## src/rtl/em_buf_alloc_arb_if.sv

```systemverilog
// Request/grant/free bundle between the edit-memory write engines and the EM buffer allocator.
interface em_buf_alloc_arb_if #(
  parameter int BPTR_NBITS = 4,
  parameter int NREQ       = 3
);
  logic [NREQ-1:0]       req;
  logic [NREQ-1:0]       buf_valid;
  logic [BPTR_NBITS-1:0] buf_ptr;
  logic                  buf_available;
  logic                  free_valid;
  logic [BPTR_NBITS-1:0] free_ptr;

  modport master (output req, free_valid, free_ptr, input buf_valid, buf_ptr, buf_available);
  modport slave  (input req, free_valid, free_ptr, output buf_valid, buf_ptr, buf_available);
endinterface

```

## src/rtl/em_buf_alloc_arb.sv

```systemverilog
// EM buffer allocator: free-pointer pool (circular FIFO) plus round-robin prefetch arbiter.
// Optional EM_BUF_ALLOC_STATS_EN adds saturating grant/no-buffer counters.
module em_buf_alloc_arb #(
  parameter int BPTR_NBITS = 4,
  parameter int NREQ       = 3,
  parameter int NUM_BUFS   = 1 << BPTR_NBITS
) (
  input  logic                  clk,
  input  logic                  rst_n,
  em_buf_alloc_arb_if.slave     bus,
  output logic                  init_done,
  output logic [BPTR_NBITS:0]   free_count,
  output logic                  err_overflow
`ifdef EM_BUF_ALLOC_STATS_EN
  ,
  output logic [31:0]           stat_alloc_cnt,
  output logic [31:0]           stat_nobuf_cnt
`endif
);
  localparam int IW = (NUM_BUFS > 1) ? $clog2(NUM_BUFS) : 1;
  localparam int RW = $clog2(NREQ);
  localparam int CW = BPTR_NBITS + 1;
  localparam logic [CW-1:0] FULL = CW'(NUM_BUFS);
  localparam logic [IW-1:0] LAST = IW'(NUM_BUFS - 1);

  typedef enum logic {S_INIT, S_RUN} state_t;

  state_t                state, state_nx;
  logic [BPTR_NBITS-1:0] mem [NUM_BUFS];
  logic [IW-1:0]         head, tail;
  logic [CW-1:0]         count;
  logic [RW-1:0]         rr_last, winner, idx;
  logic                  grant, do_alloc, do_wr, drop_free;
  logic [BPTR_NBITS-1:0] wr_data;
  int                    j;

  // Round-robin search starting just after the previous winner.
  always_comb begin
    winner = rr_last;
    grant  = 1'b0;
    j      = 0;
    idx    = '0;
    for (int i = 1; i <= NREQ; i++) begin
      j = int'(rr_last) + i;
      if (j >= NREQ) j = j - NREQ;
      idx = RW'(j);
      if (!grant && bus.req[idx]) begin
        grant  = 1'b1;
        winner = idx;
      end
    end
  end

  always_comb begin
    state_nx  = state;
    do_wr     = 1'b0;
    wr_data   = '0;
    drop_free = 1'b0;
    do_alloc  = 1'b0;
    case (state)
      S_INIT: begin
        // count doubles as the init pointer: entry k holds pointer k
        do_wr     = 1'b1;
        wr_data   = count[BPTR_NBITS-1:0];
        drop_free = bus.free_valid;
        if (count == FULL - CW'(1)) state_nx = S_RUN;
      end
      S_RUN: begin
        do_alloc  = grant && (count != '0);
        do_wr     = bus.free_valid && (count != FULL);
        wr_data   = bus.free_ptr;
        drop_free = bus.free_valid && (count == FULL);
      end
      default: state_nx = S_INIT;
    endcase
  end

  always_ff @(posedge clk) begin
    if (do_wr) mem[tail] <= wr_data;
  end

  always_ff @(posedge clk or negedge rst_n) begin
    if (!rst_n) begin
      state             <= S_INIT;
      head              <= '0;
      tail              <= '0;
      count             <= '0;
      rr_last           <= RW'(NREQ - 1);
      init_done         <= 1'b0;
      err_overflow      <= 1'b0;
      bus.buf_valid     <= '0;
      bus.buf_ptr       <= '0;
      bus.buf_available <= 1'b0;
    end else begin
      state             <= state_nx;
      init_done         <= (state_nx == S_RUN);
      if (do_wr)    tail <= (tail == LAST) ? '0 : tail + IW'(1);
      if (do_alloc) head <= (head == LAST) ? '0 : head + IW'(1);
      count             <= count + CW'(do_wr) - CW'(do_alloc);
      if (drop_free) err_overflow <= 1'b1;
      bus.buf_valid     <= '0;
      bus.buf_available <= do_alloc;
      bus.buf_ptr       <= do_alloc ? mem[head] : '0;
      if (state == S_RUN && grant) begin
        rr_last       <= winner;
        bus.buf_valid <= NREQ'(1) << winner;
      end
    end
  end

  assign free_count = count;

`ifdef EM_BUF_ALLOC_STATS_EN
  always_ff @(posedge clk or negedge rst_n) begin
    if (!rst_n) begin
      stat_alloc_cnt <= '0;
      stat_nobuf_cnt <= '0;
    end else if (state == S_RUN && grant) begin
      if (count != '0) begin
        if (stat_alloc_cnt != 32'hFFFF_FFFF) stat_alloc_cnt <= stat_alloc_cnt + 32'd1;
      end else begin
        if (stat_nobuf_cnt != 32'hFFFF_FFFF) stat_nobuf_cnt <= stat_nobuf_cnt + 32'd1;
      end
    end
  end
`endif
endmodule

```

## src/flat_wrapper.sv

```systemverilog
// flat-port wrapper written by rule: the top's interface ports become plain ports
module em_buf_alloc_arb_flat 
#(
  parameter int BPTR_NBITS = 4,
  parameter int NREQ       = 3,
  parameter int NUM_BUFS   = 1 << BPTR_NBITS
)
  (clk, rst_n, init_done, free_count, err_overflow, bus_req, bus_free_valid, bus_free_ptr, bus_buf_valid, bus_buf_ptr, bus_buf_available);
  em_buf_alloc_arb_if #(.BPTR_NBITS(BPTR_NBITS), .NREQ(NREQ)) bus_i ();
  input  logic clk;
  input  logic rst_n;
  output logic init_done;
  output logic [BPTR_NBITS:0] free_count;
  output logic err_overflow;
  input wire logic [$bits(bus_i.req)-1:0] bus_req;
  input wire logic [$bits(bus_i.free_valid)-1:0] bus_free_valid;
  input wire logic [$bits(bus_i.free_ptr)-1:0] bus_free_ptr;
  output wire logic [$bits(bus_i.buf_valid)-1:0] bus_buf_valid;
  output wire logic [$bits(bus_i.buf_ptr)-1:0] bus_buf_ptr;
  output wire logic [$bits(bus_i.buf_available)-1:0] bus_buf_available;
  assign bus_i.req = bus_req;
  assign bus_i.free_valid = bus_free_valid;
  assign bus_i.free_ptr = bus_free_ptr;
  assign bus_buf_valid = bus_i.buf_valid;
  assign bus_buf_ptr = bus_i.buf_ptr;
  assign bus_buf_available = bus_i.buf_available;
  em_buf_alloc_arb #(.BPTR_NBITS(BPTR_NBITS), .NREQ(NREQ), .NUM_BUFS(NUM_BUFS)) u_core (.clk(clk), .rst_n(rst_n), .bus(bus_i), .init_done(init_done), .free_count(free_count), .err_overflow(err_overflow));
endmodule
```

## config.mk

```make
export PLATFORM = sky130hd
export DESIGN_NAME = em_buf_alloc_arb_flat
export DESIGN_NICKNAME = d
export VERILOG_FILES = /design/src/rtl/em_buf_alloc_arb_if.sv /design/src/rtl/em_buf_alloc_arb.sv /design/src/flat_wrapper.sv
export SDC_FILE = /design/constraint.sdc
export NUM_CORES = 1
export LEC_CHECK = 0
export ABC_AREA = 1
export CAP_MARGIN = 15
export CORE_UTILIZATION = 40
export DETAILED_ROUTE_END_ITERATION = 8
export PLACE_DENSITY_LB_ADDON = 0.08
export SLEW_MARGIN = 5
export SYNTH_ARGS = -nofsm -noshare
export SYNTH_HDL_FRONTEND = slang
export SYNTH_SLANG_ARGS = --single-unit
```

## constraint.sdc

```tcl
create_clock -name clk -period 4.2 [get_ports clk]
set_input_delay 0.84 -clock clk [delete_from_list [all_inputs] [get_ports clk]]
set_output_delay 0.84 -clock clk [all_outputs]
set_load 0.01 [all_outputs]
```

# Yosys cells after proc, flatten, opt, wreduce, memory -nomap -nowiden

Memory sizes are Yosys's and may differ from the RTL's.
Cells that the tools add are included.

$add $sub $neg: 10
Order comparisons: 6
Eq/ne operators: 5
Shifts and indexed selects: 1
Muxes and demuxes: 27
Bitwise logic cells: 1
Reductions and logical operators: 9

Operator list:

| kind                  | number |
|---|---|
| $mux W2               | 6 |
| $mux W4               | 3 |
| $mux W1               | 11 |
| $ge A3 B2 Y1 const B  | 3 |
| $lt A2 B3 Y1 const B  | 3 |
| $add A4 B1 Y4 const B | 2 |
| $eq A4 B4 Y1 const B  | 2 |
| $pmux W4 S2           | 1 |
| $add A2 B2 Y3 const B | 2 |
| $bmux W1 S2           | 3 |
| $logic_and A1 B1 Y1   | 6 |
| $sub A2 B1 Y2 const B | 3 |
| $add A5 B1 Y5         | 1 |
| $eq A5 B4 Y1 const B  | 1 |
| $eq A5 B5 Y1 const B  | 1 |
| $ne A5 B5 Y1 const B  | 1 |
| $reduce_bool A5 Y1    | 1 |
| $sub A5 B1 Y5         | 1 |
| $pmux W1 S2           | 2 |
| $add A2 B1 Y3 const B | 1 |
| $mux W3               | 1 |
| $shl A1 B2 Y3 const A | 1 |
| $logic_not A1 Y1      | 2 |
| $not A1 Y1            | 1 |

Register bits: 25
Memory bits (writable): 64
Input bits: 10
Output and inout port bits: 15
Logic and storage cells: 69
Memories: 1

Memories:

| name       | words | bits a word | read ports | clocked after Yosys merged registers in | write ports | line                   | source |
|---|---|---|---|---|---|---|---|
| u_core.mem | 16    | 4           | 1          | 0                                       | 1           | em_buf_alloc_arb.sv:29 | `logic [BPTR_NBITS-1:0] mem [NUM_BUFS];` |

# Depth between registers and ports, before layout

Gate-level depths: netlist of run 1.

Depth after elaboration: 15
Gate-level depth with buffers: 19
Depth with buffers taken out: 18

# Least setup slack after synthesis of run 1

Ideal clock, no wire load.

Path type: register -> register
Start: register u_core.rr_last[1]
End: register u_core.count[4] (netlist: u_core.free_count[4])
Setup time: 0.079 ns
Arrival time: 2.826 ns
Data required time: 4.121 ns
Slack: 1.294 ns
Cell stages (with the launch flop): 19
Path buffers: 1
Cell sequence: dfstp_2 > inv_1 > ha_1 > buf_6 > nand2_1 > nand2_2 > nand2_4 > nand2_4 > nor2_2 > nor2_4 > nand2_4 > inv_1 > ha_1 > inv_1 > ha_1 > inv_1 > fa_1 > o21ai_0 > xor2_1

Word-level cells in the longest chain between the ends: 15
Elaborated cells on any way between the ends: 28

RTL lines:

| item                                                 | line                    | source |
|---|---|---|
| from (decl)                                          | em_buf_alloc_arb.sv:32  | `logic [RW-1:0] rr_last, winner, idx;` |
| from (signal assigned)                               | em_buf_alloc_arb.sv:88  | `rr_last <= RW'(NREQ - 1);` |
| from (signal assigned)                               | em_buf_alloc_arb.sv:105 | `rr_last <= winner;` |
| $add A2 B1 Y3                                        | em_buf_alloc_arb.sv:44  | `j = int'(rr_last) + i;` |
| $ge A3 B2 Y1 / $sub A2 B1 Y2 (equally long branches) | em_buf_alloc_arb.sv:45  | `if (j >= NREQ) j = j - NREQ;` |
| $mux W2                                              | em_buf_alloc_arb.sv:45  |  |
| $bmux W1 S2                                          | em_buf_alloc_arb.sv:47  | `if (!grant && bus.req[idx]) begin` |
| $mux W1 (not written as such)                        | em_buf_alloc_arb.sv:47  |  |
| $mux W1                                              | em_buf_alloc_arb.sv:47  |  |
| $logic_not A1 Y1                                     | em_buf_alloc_arb.sv:47  |  |
| $logic_and A1 B1 Y1                                  | em_buf_alloc_arb.sv:47  |  |
| $mux W1                                              | em_buf_alloc_arb.sv:47  |  |
| $logic_not A1 Y1                                     | em_buf_alloc_arb.sv:47  |  |
| $logic_and A1 B1 Y1                                  | em_buf_alloc_arb.sv:47  |  |
| $mux W1 *                                            | em_buf_alloc_arb.sv:47  |  |
| $logic_and A1 B1 Y1 *                                | em_buf_alloc_arb.sv:69  | `do_alloc = grant && (count != '0);` |
| $mux W1 *                                            | em_buf_alloc_arb.sv:60  | `case (state)` |
| net u_core.do_alloc                                  | em_buf_alloc_arb.sv:33  | `logic grant, do_alloc, do_wr, drop_free;` |
| $sub A5 B1 Y5 *                                      | em_buf_alloc_arb.sv:99  | `count <= count + CW'(do_wr) - CW'(do_alloc);` |
| to (signal assigned)                                 | em_buf_alloc_arb.sv:99  |  |
| to (decl)                                            | em_buf_alloc_arb.sv:31  | `logic [CW-1:0] count;` |

Mark *: on every way through the listed nets, which the timed path passes. The rest lies on a longest branch. The select of a mux whose other input is x is not followed.
A chain may end at the register's enable or synchronous reset.

# Worst setup path in the final report of run 1

Same ends and word-level chain as after synthesis.

==> impl_metrics.toml, run 1 <==
[sta]
tightestPinTransition_ns = 0.6255
final_min_period_over_clock_period_pct = 80.55
worst_slew_margin_rel_pct = 57.98
final_critical_path_setup_slack_ns = 0.8170
skew_ns = 0.009161
hold_slack_ns = 0.4606
grt_setup_unrepaired = "no"
report.final.slew_viol_count = 0
fmaxAchievable_ghz = 0.2956
setup_viol = 0
final-hold-violation-count = 0
finalWorstPathRequiredPeriod_ns = 3.383
setup_tns_ns = 0

[critical_path]
path_class = "reg -> reg"
critical_path.most_common_cell = "sky130_fd_sc_hd__inv_1"
worst_ep_required_time_ns = 4.49
critical-path-top-delay-family = "adder cells"
worstSetupEndpointType = "flip-flop"
ff2ff_setup_slack_ns = 0.82
crit_slowest_cell = "sky130_fd_sc_hd__dfstp_2"
critPathLaunchType = "flip-flop"
critical_path_peak_fanout = 12
max_stage_delay_ns = 0.57
worst-endpoint-arrival_ns = 3.68
worst-path-buf-inv = 4
critical_path_cell_by_cell = "inv_1, ha_1, nand3_1, nand2_1, nand2_4, nor2_2, nor2_4, nand2_4, inv_1, ha_1, inv_1, ha_1, inv_1, fa_1, o21ai_0, xor2_1"

[clocking]
num_clock_sinks = 89
clock_tree.buffer_depth = 2
cts_inserted_buffers = 9
insertion_delay_ns = 0.37
cts_tree = "built"
worst_setup_hold_path_clk_slew_ns = 0.09
cts-hold-fix-buffers = 0
cts.repair.resized = 0
ctsHtreeMaxLevel = 3
post-cts-setup-buffers = 0
ctsRootBufferMaster = "sky130_fd_sc_hd__clkbuf_8"

[logic_synthesis]
post_synthesis_instance_total = 382
synth-edff-count = 64
synth_compound_gate_area_share_pct = 7.271
synth.avg_cell_area_sq_um = 10.77
mappedNetlistArea_sq_um = 4113
synth_seq_area_share_pct = 61.97
yosys_warns = 0
dominant_combinational_cell_family_by_area_after_synthesis = "simple AND/OR/NAND/NOR gates"
async_set_or_reset_flop_fraction_in_the_synthesized_netlist_pct = 28.09
post_synth_and_or_nand_nor_area_fraction_pct = 19.50
post_synth_xor_area_fraction_pct = 1.491
ys_ff_latch = 89
unique_cell_type_count_in_the_yosys_netlist = 34
synthFlopType = "sky130_fd_sc_hd__edfxtp_1"
synth_fa_ha_area_share_pct = 5.050
synth.net_count = 408
synthMuxAreaShare_pct = 0

[die]
die-width_microns = 103.4
initial_utilization_pct = 41.69
rows = 36
y_dimension_of_the_die_microns = 103.4
fp.dieArea_sq_um = 10690
floorplan.io_pins = 25
placeableCoreArea_sq_um = 9864

[drt]
ant_nets = 0
per_cell_routed_wire_length_microns = 15.52
drt_pass1_iterations = 5
detail_route.iter0.violations = 129
wirelength_mm = 8.535
drc = 0
vias = 2701
viasPerCell = 4.911

[run]
maxCapViolations = 0

[place]
placement.io_buffers = 24
dp.cells = 534
dp_worst_setup_slack_ns = 0.5702
placement.cell_area_sq_um = 4504
hpwl_mm = 5.918
gp_congestion = 0.8081

[layout]
post_route_cells_drive_above_1_share_pct = 12.47
final_nets = 438
layout.cells.most_common = "sky130_fd_sc_hd__nand2_1"
commonest_non_fill_non_tap_cells_in_the_layout = "sky130_fd_sc_hd__nand2_1, sky130_fd_sc_hd__edfxtp_1, sky130_fd_sc_hd__nand3_1"
antenna-diode-count = 0
area_growth_pct = 14.39
final_cell_area_sq_um = 4705
fill_cells = 921
postLayoutCoreUtil_pct = 47.69
instances_no_fill = 550

[global_route]
number_of_antenna_violations_at_the_first_check_in_global_routing = 0
vias_in_the_first_global_route = 2685
globalRouteTotalUtil_pct = 18.17
grt_overflow = 0
grt_max_degree = 36
grt_first_pass_wirelength_mm = 13.94

[power]
power_density_nw_per_um2 = 743.8
report.power.total_mw = 3.499
worst_ir_drop_on_vdd_v = 0.0002823
total_leakage_power_nw = 1.885

[status]
status = "completed"

[min_path]
hold_path_class = "reg -> reg"
-- kinds of logic after synthesis --
kind of cell    Yosys count
simple gates            178
flops                    89
compound gates           47
buf+inv                  45
fa+ha+maj                16
xor+xnor                  7
-- path summary, 6_finish.rpt --
check                                     from                     to  cells after the start
max                          u_core.rr_last[1]   u_core.free_count[4]                     16
min                        u_core.err_overflow    u_core.err_overflow                      1
max reg2reg                  u_core.rr_last[1]   u_core.free_count[4]                     16
min reg2reg                u_core.err_overflow    u_core.err_overflow                      1
max in group asynchronous                rst_n      u_core.rr_last[1]                      2
min in group asynchronous                rst_n  u_core.bus.buf_ptr[2]                      2
-- state kept, by name (all words and copies together), names as in the netlist --
name	count
u_core.err_overflow	1
u_core.rr_last	2
u_core.bus.buf_available	1
u_core.tail	4
u_core.bus.buf_ptr	4
u_core.head	4
u_core.mem	64
u_core.free_count	5
u_core.bus.buf_valid	3
u_core.init_done	1
-- worst reg2reg max path: cells and delay by family (launching register included) --
kind	cells	cell delay, ns
flops	1	0.57
fa+ha+maj	4	1.28
xor+xnor	1	0.16
simple gates	6	0.78
buf+inv	4	0.28
compound gates	1	0.23
-- synthesized netlist by cell type (all sizes together) (2+ instances only) --
cell	instances	share of area, %
o211ai	5	1.0
xor2	4	0.85
o2111ai	7	1.5
ha	15	4.6
a21oi	5	0.61
o21ai	26	3.4
nand2	94	9.6
nor2	38	4.0
nor3	2	0.24
or2	3	0.46
nand3	37	4.6
o21a	2	0.36
inv	33	3.1
edfxtp	64	47
xnor2	3	0.64
dfrtp	24	15
nand4	3	0.46
clkbuf	4	0.36
buf	8	1.3
-- report_power, final --
part	internal [mW]	switching (mW)
Sequential	1.13	0.138
Combinational	0.604	1.02
Clock	0.280	0.321
-- area by class of cell --
| type | count | area, sq um | share of cell area, % |
|---|---|---|---|
| Tap cell | 133 | 166.4 | 3.537 |
| Clock buffer | 9 | 123.9 | 2.633 |
| Multi-Input combinational cell | 248 | 1370 | 29.12 |
| Clock inverter | 7 | 76.32 | 1.622 |
| Timing Repair Buffer | 31 | 292.8 | 6.223 |
| Inverter | 33 | 126.4 | 2.686 |
| Sequential cell | 89 | 2549 | 54.18 |
-- metal layers --
layer / share of wire, % / global-route usage, %
met1: 48 / 24.90
met2: 46 / 28.63
met3: 4.9 / 4.234
met4: 1.3 / 5.850
met5: 0 / 0
Note: power is estimated with default switching activity, not from simulation.
==> inputs of run 2 (changes only) <==
- clock period: 4.2 -> 3.3 ns (I/O delays scaled with it)
==> impl_metrics.toml, run 2 (same netlist as run 1, synthesis figures left out) <==
[layout]
post_route_cells_drive_above_1_share_pct = 12.65
register_area_sq_um = 2549
instances_no_fill = 552
antenna-diode-count = 0
final_nets = 440
multi_input_comb_area_sq_um = 1383
postLayoutCoreUtil_pct = 47.83
area_growth_pct = 14.72
regMostFlops = "u_core.mem"
layout.cells.most_common = "sky130_fd_sc_hd__nand2_1"
commonest_non_fill_non_tap_cells_in_the_layout = "sky130_fd_sc_hd__nand2_1, sky130_fd_sc_hd__edfxtp_1, sky130_fd_sc_hd__nand3_1"
final_cell_area_sq_um = 4718
largest_register_ffs = 64
fill_cells = 914

[place]
gp_congestion = 0.8217
dp.cells = 536
placement.io_buffers = 24
hpwl_mm = 5.855
dp_worst_setup_slack_ns = 0.06299
placement.cell_area_sq_um = 4519

[drt]
ant_nets = 0
per_cell_routed_wire_length_microns = 15.24
drc = 0
wirelength_mm = 8.415
vias = 2686
drt_pass1_iterations = 4
detail_route.iter0.violations = 141
viasPerCell = 4.866

[critical_path]
critical_path.most_common_cell = "sky130_fd_sc_hd__inv_1"
critPathLaunchType = "flip-flop"
max_stage_delay_ns = 0.58
crit_slowest_cell = "sky130_fd_sc_hd__dfstp_2"
path_class = "reg -> reg"
worstSetupStartpoint = "u_core.rr_last[1]"
timing.rr.start = "u_core.rr_last[1]"
critical_path_peak_fanout = 8
critical_path_cell_by_cell = "inv_1, ha_4, nand3_1, nand2_1, nand2_4, nor2_2, nor2_4, nand2_4, inv_1, ha_1, inv_1, ha_1, inv_1, fa_1, o21ai_0, xor2_1"
worst-endpoint-arrival_ns = 3.29
ff2ff_setup_slack_ns = 0.29
worstSetupEndpointType = "flip-flop"
worst_ep_required_time_ns = 3.59
worst-path-buf-inv = 4
critical-path-top-delay-family = "adder cells"

[power]
cellInternalPower_mw = 2.602
total_leakage_power_nw = 1.888
power_switching_mw = 1.843
power_frac_seq_pct = 36.0
worst_ir_drop_on_vdd_v = 0.0004327
clock_power_share_pct = 16.1
power_density_nw_per_um2 = 942.0
switching_share_pct = 41.46
report.power.total_mw = 4.444
combPwrFrac_pct = 47.9

[clocking]
insertion_delay_ns = 0.35
worst_setup_hold_path_clk_slew_ns = 0.09
ctsHtreeMaxLevel = 3
cts_inserted_buffers = 9
clock_tree.buffer_depth = 2
post-cts-setup-buffers = 0
num_clock_sinks = 89
cts_tree = "built"
ctsRootBufferMaster = "sky130_fd_sc_hd__clkbuf_8"

[sta]
report.final.slew_viol_count = 0
worst_slew_margin_rel_pct = 34.88
fmaxAchievable_ghz = 0.3324
final_min_period_over_clock_period_pct = 91.16
setup_tns_ns = 0
final_critical_path_setup_slack_ns = 0.2916
hold_slack_ns = 0.4643
skew_ns = 0.01005
final-hold-violation-count = 0
setup_viol = 0
finalWorstPathRequiredPeriod_ns = 3.008
tightestPinTransition_ns = 0.9757
grt_setup_unrepaired = "no"

[global_route]
grt_overflow = 0
globalRouteTotalUtil_pct = 17.92
grt_first_pass_wirelength_mm = 13.70
number_of_antenna_violations_at_the_first_check_in_global_routing = 0
grt_max_degree = 36
vias_in_the_first_global_route = 2638

[die]
y_dimension_of_the_die_microns = 103.4
rows = 36
initial_utilization_pct = 41.69
die-width_microns = 103.4
floorplan.io_pins = 25
fp.dieArea_sq_um = 10690
placeableCoreArea_sq_um = 9864

[min_path]
critical_hold_path_startpoint = "u_core.err_overflow"
hold_path_class = "reg -> reg"

[status]
status = "completed"

[run]
maxCapViolations = 0
[run 2: cell count changes in the layout (fill, tap and decap cells not counted)]
cell,before,now
sky130_fd_sc_hd__clkinv_1,0,1
sky130_fd_sc_hd__inv_6,3,0
sky130_fd_sc_hd__buf_4,7,9
sky130_fd_sc_hd__clkinv_2,1,2
sky130_fd_sc_hd__clkbuf_1,0,1
sky130_fd_sc_hd__ha_1,15,14
sky130_fd_sc_hd__ha_4,0,1
[run 2: power by group through the flow]
stage | clock (mW) | combinational, mW | sequential [mW]
after global routing | 0.776 | 2.44 | 1.63
after detailed placement | 0 | 2.12 | 1.63
after CTS | 0.739 | 2.14 | 1.60
final | 0.716 | 2.13 | 1.60
after floorplan | 0 | 1.54 | 1.61
after global placement | 0 | 2.11 | 1.63
[run 2: routing by layer]
layer	vias up	GRT usage, %	part of all wire (%)
met3	9	3.427	2.5
met2	33	27.71	46
met4	0	7.042	1.5
li1	1360	-	-
met1	1284	25.01	50
met5	-	0	0
[run 2: layout make-up]
| class | count | share of cell area (%) |
|---|---|---|
| Clock buffer | 10 | 2.705 |
| Multi-Input combinational cell | 248 | 29.30 |
| Sequential cell | 89 | 54.02 |
| Inverter | 33 | 2.678 |
| Tap cell | 133 | 3.527 |
| Timing Repair Buffer | 33 | 6.523 |
| Clock inverter | 6 | 1.246 |
[run 2: worst reg2reg max path, cell delays in order (launching register included)]
cell                      delay, ns
sky130_fd_sc_hd__dfstp_2       0.58
sky130_fd_sc_hd__inv_1         0.09
sky130_fd_sc_hd__ha_4          0.33
sky130_fd_sc_hd__nand3_1       0.13
sky130_fd_sc_hd__nand2_1       0.15
sky130_fd_sc_hd__nand2_4       0.07
sky130_fd_sc_hd__nor2_2        0.13
sky130_fd_sc_hd__nor2_4        0.05
sky130_fd_sc_hd__nand2_4       0.05
sky130_fd_sc_hd__inv_1         0.07
sky130_fd_sc_hd__ha_1          0.27
sky130_fd_sc_hd__inv_1         0.06
sky130_fd_sc_hd__ha_1          0.15
sky130_fd_sc_hd__inv_1         0.05
sky130_fd_sc_hd__fa_1          0.39
sky130_fd_sc_hd__o21ai_0       0.21
sky130_fd_sc_hd__xor2_1        0.16
[run 2: repair_timing]
action,CTS,global route
endpoints found under the hold margin,0,0
setup endpoints to repair,0,1
hold buffers,0,0
resized for setup,0,2
[run 2: final timing paths]
check,depth (start not counted),endpoint
worst max register to register,16,u_core.free_count[4]
worst min-delay path,1,u_core.err_overflow
max in group asynchronous,2,u_core.rr_last[1]
worst max-delay path,16,u_core.free_count[4]
min in group asynchronous,2,u_core.free_count[1]
worst min register to register,1,u_core.err_overflow
==> inputs of run 3 (changes only) <==
- RECOVER_POWER: unset -> 100
==> impl_metrics.toml, run 3 (same netlist as run 1, synthesis figures left out) <==
[die]
die-width_microns = 103.4
initial_utilization_pct = 41.69
y_dimension_of_the_die_microns = 103.4
fp.dieArea_sq_um = 10690
placeableCoreArea_sq_um = 9864
rows = 36
floorplan.io_pins = 25

[sta]
skew_ns = 0.01091
worst_slew_margin_rel_pct = 2.248
setup_viol = 0
final-hold-violation-count = 0
fmaxAchievable_ghz = 0.3324
setup_tns_ns = 0
tightestPinTransition_ns = 1.466
report.final.slew_viol_count = 0
final_min_period_over_clock_period_pct = 91.17
finalWorstPathRequiredPeriod_ns = 3.009
grt_setup_unrepaired = "no"

[global_route]
grt_first_pass_wirelength_mm = 13.70
grt_max_degree = 36
number_of_antenna_violations_at_the_first_check_in_global_routing = 0
grt_overflow = 0
globalRouteTotalUtil_pct = 17.92
vias_in_the_first_global_route = 2638

[critical_path]
max_stage_delay_ns = 0.58
worst-endpoint-arrival_ns = 3.30
path_class = "reg -> reg"
worstSetupEndpointType = "flip-flop"
critical_path_cell_by_cell = "inv_1, ha_4, nand3_1, nand2_1, nand2_4, nor2_2, nor2_4, nand2_4, inv_1, ha_1, inv_1, ha_1, inv_1, fa_1, o21ai_0, xor2_1"
critical_path_peak_fanout = 8
ff2ff_path_depth = 16
critical_path.most_common_cell = "sky130_fd_sc_hd__inv_1"
timing.rr.start = "u_core.rr_last[1]"
ff2ff_setup_slack_ns = 0.29
worst_ep_required_time_ns = 3.59
critPathLaunchType = "flip-flop"
worstSetupStartpoint = "u_core.rr_last[1]"
reg2reg_to = "u_core.free_count[4]"
crit_slowest_cell = "sky130_fd_sc_hd__dfstp_2"

[clocking]
cts-hold-fix-buffers = 0
post-cts-setup-buffers = 0
worst_setup_hold_path_clk_slew_ns = 0.09
insertion_delay_ns = 0.36
cts_tree = "built"
cts.repair.resized = 0
cts_inserted_buffers = 9
num_clock_sinks = 89
clock_tree.buffer_depth = 2
ctsRootBufferMaster = "sky130_fd_sc_hd__clkbuf_8"
ctsHtreeMaxLevel = 3

[drt]
vias = 2693
detail_route.iter0.violations = 153
ant_nets = 0
per_cell_routed_wire_length_microns = 15.23
viasPerCell = 4.879
drt_pass1_iterations = 4
drc = 0
wirelength_mm = 8.409

[layout]
final_nets = 440
layout.cells.most_common = "sky130_fd_sc_hd__nand2_1"
area_growth_pct = 13.69
largest_register_ffs = 64
post_route_cells_drive_above_1_share_pct = 9.785
final_cell_area_sq_um = 4676
postLayoutCoreUtil_pct = 47.40
fill_cells = 928
commonest_non_fill_non_tap_cells_in_the_layout = "sky130_fd_sc_hd__nand2_1, sky130_fd_sc_hd__edfxtp_1, sky130_fd_sc_hd__nand3_1"
regMostFlops = "u_core.mem"
antenna-diode-count = 0

[place]
gp_congestion = 0.8217
placement.io_buffers = 24
hpwl_mm = 5.855
placement.cell_area_sq_um = 4519

[power]
worst_ir_drop_on_vdd_v = 0.0004208
power_density_nw_per_um2 = 930.5
total_leakage_power_nw = 1.861

[run]
maxCapViolations = 0

[min_path]
timing.hold.worst_endpoint = "u_core.err_overflow"
worstHoldPathCells = 1
hold_path_class = "reg -> reg"
critical_hold_path_startpoint = "u_core.err_overflow"

[status]
status = "completed"
==> run 3: power breakdown <==
part,internal (mW),total (mW),switching [mW]
clock,0.345,0.718,0.373
combinational,0.742,2.04,1.29
sequential,1.44,1.60,0.151
==> run 3: per-stage QoR <==
stage          hold WS (ns)  std cells  power, mW  setup slack (ns)
3_5_place_dp         0.4510        536      3.752           0.06299
4_1_cts              0.4763        552      4.480            0.1247
3_3_place_gp         0.4458        536      3.741            0.1167
5_1_grt              0.4806        552      4.755           0.06261
2_1_floorplan        0.3644        382      3.157            0.3945
6_report             0.4589        552      4.351            0.2915
==> run 3: area by class of cell <==
| type | instances | area (sq um) | area share [%] |
|---|---|---|---|
| clock buffers | 10 | 127.6 | 2.729 |
| clock inverters | 6 | 58.81 | 1.258 |
| inverters | 33 | 126.4 | 2.703 |
| multi-input cells | 248 | 1366 | 29.22 |
| flip-flops and latches | 89 | 2549 | 54.51 |
| well taps | 133 | 166.4 | 3.559 |
| repair buffers | 33 | 281.5 | 6.021 |
==> run 3: how the worst max path moves through the flow <==
| stage | slack [ns] | to | depth (start not counted) |
|---|---|---|---|
| 3_3_place_gp | 0.12 | u_core.free_count[4] | 16 |
| 2_1_floorplan | 0.39 | u_core.free_count[4] | 18 |
| 3_5_place_dp | 0.06 | u_core.free_count[4] | 16 |
| 5_1_grt | 0.06 | u_core.free_count[4] | 17 |
| 6_report | 0.29 | u_core.free_count[4] | 16 |
| 4_1_cts | 0.12 | u_core.free_count[4] | 16 |
==> run 3: per-layer routing <==
metal	vias up	wire length (microns)	part of all wire [%]	GRT usage (%)
li1	1360	-	-	-
met1	1282	4138	49	25.01
met2	40	3858	46	27.71
met3	11	259	3.1	3.427
met4	0	154	1.8	7.042
met5	-	0	0	0
==> run 3: critical path: cells and delay by family, from the launching register on <==
family | cells | cell delay (ns)
flops | 1 | 0.58
xor+xnor | 1 | 0.16
compound gates | 1 | 0.21
buf+inv | 4 | 0.27
fa+ha+maj | 4 | 1.14
simple gates | 6 | 0.58
